--- config.mk ---
export PLATFORM = sky130hd
export DESIGN_NAME = seq_bit_serializer
export DESIGN_NICKNAME = d
export VERILOG_FILES = /design/src/rtl/seq_pkg.sv /design/src/rtl/seq_bit_counter.sv /design/src/rtl/seq_bit_serializer.sv
export SDC_FILE = /design/constraint.sdc
export NUM_CORES = 1
export LEC_CHECK = 0
export CAP_MARGIN = 30
export CORE_MARGIN = 8
export CORE_UTILIZATION = 40
export DETAILED_ROUTE_END_ITERATION = 10
export HOLD_SLACK_MARGIN = 0.1
export PLACE_DENSITY = 0.68
export SLEW_MARGIN = 30
export SYNTH_ARGS = -nofsm -noshare
export SYNTH_HDL_FRONTEND = slang
export SYNTH_SLANG_ARGS = --single-unit
--- constraint.sdc ---
create_clock -name clk -period 3.1 [get_ports clk]
set_clock_uncertainty 0.05 [all_clocks]
set_input_delay 0.62 -clock clk [delete_from_list [all_inputs] [get_ports clk]]
set_output_delay 0.62 -clock clk [all_outputs]
set_load 0.03 [all_outputs]
--- src/rtl/seq_pkg.sv ---
// ============================================================================
// seq_pkg : shared types and constants for the sequence-detector chain
// Rev 1.0
// ============================================================================
`default_nettype none

package seq_pkg;

  typedef enum logic [0:0] {
    S_IDLE  = 1'b0,
    S_SHIFT = 1'b1
  } seq_state_e;

  // Level held on the serial line between words; detector benches share it.
  localparam logic SEQ_IDLE_BIT = 1'b0;

endpackage : seq_pkg

`default_nettype wire

--- src/rtl/seq_bit_counter.sv ---
// ============================================================================
// seq_bit_counter : modulo-WIDTH bit counter with sync clear, enable and last
// Rev 1.0
// ============================================================================
`default_nettype none

module seq_bit_counter #(
  parameter  int WIDTH = 8,
  localparam int CW    = $clog2(WIDTH)
) (
  input  logic          clk,
  input  logic          reset,
  input  logic          clr_i,
  input  logic          en_i,
  output logic [CW-1:0] cnt_o,
  output logic          last_o
);

  localparam logic [CW-1:0] C_LAST = CW'(WIDTH - 1);

  logic [CW-1:0] cnt_q;
  logic [CW-1:0] cnt_d;

  assign last_o = (cnt_q == C_LAST);
  assign cnt_o  = cnt_q;

  // Clear wins over enable; wrapping at WIDTH-1 keeps the count in range.
  always_comb begin
    cnt_d = cnt_q;
    if (clr_i) begin
      cnt_d = '0;
    end else if (en_i) begin
      cnt_d = last_o ? '0 : cnt_q + CW'(1);
    end
  end

  always_ff @(posedge clk or negedge reset) begin
    if (!reset) begin
      cnt_q <= '0;
    end else begin
      cnt_q <= cnt_d;
    end
  end

endmodule : seq_bit_counter

`default_nettype wire

--- src/rtl/seq_bit_serializer.sv ---
// ============================================================================
// seq_bit_serializer : valid/ready word in, one bit per clock out on w
// Rev 1.0
// ============================================================================
`default_nettype none

module seq_bit_serializer
  import seq_pkg::*;
#(
  parameter int   WIDTH     = 8,
  parameter bit   LSB_FIRST = 1'b0,
  parameter logic IDLE_BIT  = SEQ_IDLE_BIT
) (
  input  logic             clk,
  input  logic             reset,
  input  logic [WIDTH-1:0] din,
  input  logic             din_valid,
  output logic             din_ready,
  input  logic             clear,
  output logic             w,
  output logic             w_valid,
  output logic             word_done,
  output logic             busy
);

  localparam int CW = $clog2(WIDTH);

  seq_state_e       state_q;
  seq_state_e       state_d;
  logic [WIDTH-1:0] shreg_q;
  logic [WIDTH-1:0] shreg_d;
  logic [WIDTH-1:0] shifted;
  logic             head_bit;
  logic [CW-1:0]    bit_cnt;
  logic             cnt_last;
  logic             shifting;
  logic             accept;

  assign shifting = (state_q == S_SHIFT);

  // A new word is only taken while idle or on the final bit of the current one.
  assign din_ready = !clear && (!shifting || cnt_last);
  assign accept    = din_valid && din_ready;

  generate
    if (LSB_FIRST) begin : g_lsb_first
      assign head_bit = shreg_q[0];
      assign shifted  = {IDLE_BIT, shreg_q[WIDTH-1:1]};
    end else begin : g_msb_first
      assign head_bit = shreg_q[WIDTH-1];
      assign shifted  = {shreg_q[WIDTH-2:0], IDLE_BIT};
    end
  endgenerate

  seq_bit_counter #(
    .WIDTH (WIDTH)
  ) u_bit_counter (
    .clk    (clk),
    .reset  (reset),
    .clr_i  (clear || !shifting),
    .en_i   (shifting),
    .cnt_o  (bit_cnt),
    .last_o (cnt_last)
  );

  always_comb begin
    state_d = state_q;
    shreg_d = shreg_q;
    if (clear) begin
      state_d = S_IDLE;
    end else begin
      unique case (state_q)
        S_IDLE: begin
          if (accept) begin
            state_d = S_SHIFT;
          end
        end
        S_SHIFT: begin
          if (cnt_last && !accept) begin
            state_d = S_IDLE;
          end
        end
        default: state_d = S_IDLE;
      endcase
      if (accept) begin
        shreg_d = din;
      end else if (shifting) begin
        shreg_d = shifted;
      end
    end
  end

  always_ff @(posedge clk or negedge reset) begin
    if (!reset) begin
      state_q <= S_IDLE;
      shreg_q <= {WIDTH{IDLE_BIT}};
    end else begin
      state_q <= state_d;
      shreg_q <= shreg_d;
    end
  end

  // Outputs come from flops only, so the detector sees no input-to-output path.
  assign busy      = shifting;
  assign w_valid   = shifting;
  assign w         = shifting ? head_bit : IDLE_BIT;
  assign word_done = shifting && (bit_cnt == CW'(WIDTH - 1));

endmodule : seq_bit_serializer

`default_nettype wire

; After elaboration in Yosys (flattened, before gate mapping)
; Cells that the tools add are included.
[word_totals]
ff_bits = 12
word_cells = 29
input_bits = 12
[op_classes]
reduce_logical = 12
n_addsub = 1
mux = 10
eq_ne = 1
bitwise_logic = 2
[op_table]
columns = cell, n
row1 = $mux 8, 2
row2 = $mux 3, 3
row3 = $logic_and 1x1->1, 4
row4 = $mux 1, 4
row5 = $reduce_bool 2->1, 2
row6 = $add 3x1->3 const B, 1
row7 = $eq 3x3->1 const B, 1
row8 = $logic_not 1->1, 3
row9 = $logic_or 1x1->1, 2
row10 = $not 1->1, 2
row11 = $pmux 1 s2, 1
row12 = $reduce_and 2->1, 1

; Longest topological paths before layout
[logic_depth]
word_depth = 9
mapped_depth = 6
depth_no_buf = 5

; By module
; A second synthesis with hierarchy kept.
[hier_totals]
cells_unflattened = 66
area_unflattened_um2 = 651.9
[modules_own_cells]
columns = module, area_per_inst_um2, cells_each, n_inst, seq_area_each_um2
row1 = seq_bit_serializer, 500.5, 54, 1, 225.2
row2 = seq_bit_counter, 151.4, 12, 1, 75.1

; Least setup slack after synthesis
; Ideal clock, no wire load.
[synth_timing]
kind = flip-flop to output port
start = register state_q (netlist: busy)
end = output port din_ready
path_stages_with_launch = 4
slack_ns = 1.180
path_buffers = 1
required_ns = 2.430
arrival_ns = 1.250
cell_sequence = dfrtp_1 nor2b_4 buf_6 nor2_1
[synth_between]
elab_chain_len = 3
[synth_rtl]
columns = item, line_no
row1 = start: declaration, seq_bit_serializer.sv:28  ; seq_state_e state_q;
row2 = start signal: assignment, seq_bit_serializer.sv:98  ; state_q <= state_d;
row3 = $logic_not 1->1, seq_bit_serializer.sv:42  ; assign din_ready = !clear && (!shifting || cnt_last);
row4 = $logic_or 1x1->1, seq_bit_serializer.sv:42
row5 = $logic_and 1x1->1, seq_bit_serializer.sv:42
row6 = end: declaration, seq_bit_serializer.sv:18  ; output logic din_ready,
; Every way passes these cells.

; Worst setup path in the final report
[layout_timing]
start = register u_bit_counter.cnt_q[0] (netlist: u_bit_counter.cnt_o[0])
end = output port din_ready
[layout_between]
elab_chain_len = 3
[layout_rtl]
columns = item, line_no
row1 = start: declaration, seq_bit_counter.sv:21  ; logic [CW-1:0] cnt_q;
row2 = start signal: assignment, seq_bit_counter.sv:41  ; cnt_q <= cnt_d;
row3 = $eq 3x3->1, seq_bit_counter.sv:24  ; assign last_o = (cnt_q == C_LAST);
row4 = $logic_or 1x1->1, seq_bit_serializer.sv:42
row5 = $logic_and 1x1->1, seq_bit_serializer.sv:42
; Every way passes these cells.

==> results.json <==
{
  "run_status": "completed",
  "synth_top_family_by_area": "simple AND/OR/NAND/NOR gates",
  "maxSlewHeadroom_pct": 64.00,
  "via_per_inst": 5.326,
  "seq_area_frac_synth_pct": 48.19,
  "end_kind": "primary output",
  "grt_usage_pct": 8.792,
  "cpPeakStageDelay_ns": 0.59,
  "cp_cell_sequence": "ha_1 -> ha_1 -> nor2b_4 -> nor2_1 -> clkdlybuf4s50_1",
  "synth_xor_area_share_pct": 0,
  "clkSinkCount": 12,
  "synthDistinctLibCells": 20,
  "totalPowerFinal_uw": 371.7,
  "clk_latency_ns": 0.27,
  "clk_pin_slew_worst_paths_ns": 0.07,
  "cp_num_buf_inv": 1,
  "syn_area_per_cell_um2": 10.05,
  "critPathLaunch": "u_bit_counter.cnt_o[0]",
  "multiInputGateArea_um2": 269.0,
  "synth_simple_gate_area_share_pct": 21.89,
  "critical_path_class": "reg -> out",
  "die_h_um": 55.47,
  "finalSetupViolations": 0,
  "synth_adder_area_share_pct": 4.016,
  "synth_compound_area_share_pct": 17.27,
  "intPower_uw": 265.7,
  "drc": 0,
  "place_congestion": 0.6996,
  "die_x_um": 55.47,
  "clockPowerShare_pct": 25.5,
  "htreeDepth": 1,
  "hold_viol": 0,
  "ioPinCount": 17,
  "p_sw_uw": 106.0,
  "drt_wl_total_um": 1299,
  "seq_power_share_pct": 51.5,
  "crit_slowest_cell": "clkdlybuf4s50_1",
  "period_share_pct": 85.74,
  "critPathRequiredTime_ns": 2.43,
  "routed-via-count": 490,
  "p_sw_share_pct": 28.51,
  "drt_iter0_drc": 8,
  "worstMarginPinSlew_ns": 0.5384,
  "yosysWarnings": 0,
  "final_layout_size_suffix_gt1_share_pct": 9.211,
  "cts_resized": 0,
  "cts_made_buffers": 3,
  "antenna_left": 0,
  "worstHoldPathType": "reg -> reg",
  "cts_tree": "built",
  "slew_violations": 0,
  "maxCapViolations": 0,
  "fmax_mhz": 376.2,
  "die_area_um2": 3077,
  "syn_to_final_growth_pct": 25.10,
  "crit_path_max_fanout": 10,
  "register_area_um2": 300.3,
  "rsz0062_at_grt": "false",
  "muxShareOfSynthArea_pct": 0,
  "hold_depth": 1,
  "synthCells": 62,
  "syn-num-nets": 76,
  "netlist_area_um2": 623.1,
  "port_buffers": 16,
  "grt_max_degree": 16,
  "irDropWorstVdd_uv": 291.4,
  "rr_worst_depth": 5,
  "start_util_pct": 41.85,
  "fillCellCount": 134,
  "min_period_ns": 2.658,
  "final.setup.tns_ns": 0,
  "core_um2": 1489,
  "cts_buffer_depth": 2,
  "combPwrFrac_pct": 23.0,
  "ys_ff_latch": 12,
  "cts_setup_buffers": 0,
  "worst-path-stages": 5,
  "grt_pass1_vias": 511,
  "reg2reg_from": "u_bit_counter.cnt_o[0]",
  "dr.pass1.iters": 4,
  "grt_overflow": 0,
  "crit_family": "buffers and inverters",
  "cts-root-buf": "clkbuf_4",
  "ctsHoldBuffers": 0,
  "n_antenna_cell": 0,
  "hp-start": "u_bit_counter.cnt_o[0]",
  "antenna_found_initial": 0,
  "p_per_area_nw_per_um2": 476.8,
  "grt_pass1_wl_um": 2242,
  "core.rowCount": 14,
  "worstPathArrival_ns": 1.99,
  "p_leak_uw": 0.0003335,
  "cp-start-kind": "flip-flop",
  "dp_hpwl_um": 948.5,
  "crit_top_cell": "ha_1",
  "nNetsFinal": 92,
  "wire_per_inst_um": 14.12
}
## cell type report
type,instances,share of cell area (%)
sequential,12,38.52
tap,16,2.568
clock buffer,3,2.889
multi-input combinational,43,34.51
timing repair buffer,16,20.55
inverter,2,0.9631
## cell families after synthesis
family / count (synthesis)
flip-flops: 12
AO/OA/AOI/OAI: 16
buffers and inverters: 7
adder cells (fa/ha/maj): 2
AND/OR/NAND/NOR: 25
## cells in the final DEF (no fill, tap or decap)
cell type	Yosys	layout
nor2_1	10	10
ha_1	2	2
dfrtp_1	12	12
nand2b_1	1	1
nor2b_4	1	1
and2_1	2	2
nor3_1	1	1
o21ai_0	1	1
nand3_1	7	7
o21ai_2	1	1
o21ba_4	1	1
clkdlybuf4s50_1	0	16
inv_1	2	2
clkbuf_4	0	3
a31oi_1	7	7
nand2b_2	1	1
o21ai_1	5	5
o32ai_1	1	1
and3b_1	2	2
## cells in the mapped netlist, drive strengths merged
| cell type | number | area [µm²] |
|---|---|---|
| nand3 | 7 | 35.03 |
| inv | 2 | 7.510 |
| and3b | 2 | 17.52 |
| dfrtp | 12 | 300.3 |
| a31oi | 7 | 43.79 |
| o32ai | 1 | 8.760 |
| nor3 | 1 | 5.000 |
| o21ba | 1 | 16.27 |
| nor2b | 1 | 13.76 |
| ha | 2 | 25.02 |
| buf | 5 | 46.29 |
| nand2b | 2 | 15.02 |
| nor2 | 10 | 37.54 |
| o21ai | 7 | 38.78 |
| and2 | 2 | 12.51 |
## registers in the layout (all words and copies together), names as in the netlist
register             count
busy                     1
u_bit_counter.cnt_o      3
shreg_q                  8
## routing by layer
metal	global-route usage (%)	vias to the layer above	wire length, µm
li1	-	247	-
met1	9.618	231	563
met2	14.42	12	660
met3	4.110	0	75
met4	3.169	0	0
met5	0	-	0
## worst register-to-register path, stage by stage, from the launching register on
cell and delay, ns:
dfrtp_1 0.38, ha_1 0.20, ha_1 0.22, nand2b_1 0.29, nand3_1 0.16, a31oi_1 0.09
## final timing paths
check / end / slack [ns]
min reg2reg: u_bit_counter.cnt_o[0] / 0.39
max reg2reg: shreg_q[6] / 1.58
min in group asynchronous: shreg_q[2] / 0.65
min: u_bit_counter.cnt_o[0] / 0.39
max: din_ready / 0.44
max in group asynchronous: shreg_q[6] / 1.99
## stage by stage
stage / setup slack, ns / utilization [%] / hold WS (ns) / instance area (µm²) / cells
3_5_place_dp: 0.4913 / 50.84 / 0.3868 / 757.0 / 89
3_3_place_gp: 0.5202 / 50.84 / 0.3959 / 757.0 / 89
4_1_cts: 0.4204 / 52.35 / 0.3964 / 779.5 / 92
5_1_grt: 0.3616 / 52.35 / 0.4068 / 779.5 / 92
6_report: 0.4421 / 52.35 / 0.3931 / 779.5 / 92
2_1_floorplan: 1.180 / - / 0.2744 / 623.1 / 62
## power by group through the flow
stage               Combinational, µW  Clock (µW)  Sequential, µW
floorplan                        58.0           0             193
global placement                 84.8           0             193
detailed placement               86.6           0             194
CTS                              86.7        98.3             191
global route                     95.1         104             194
finish                           85.5        94.8             191
Power figures use the tool's default switching activity.
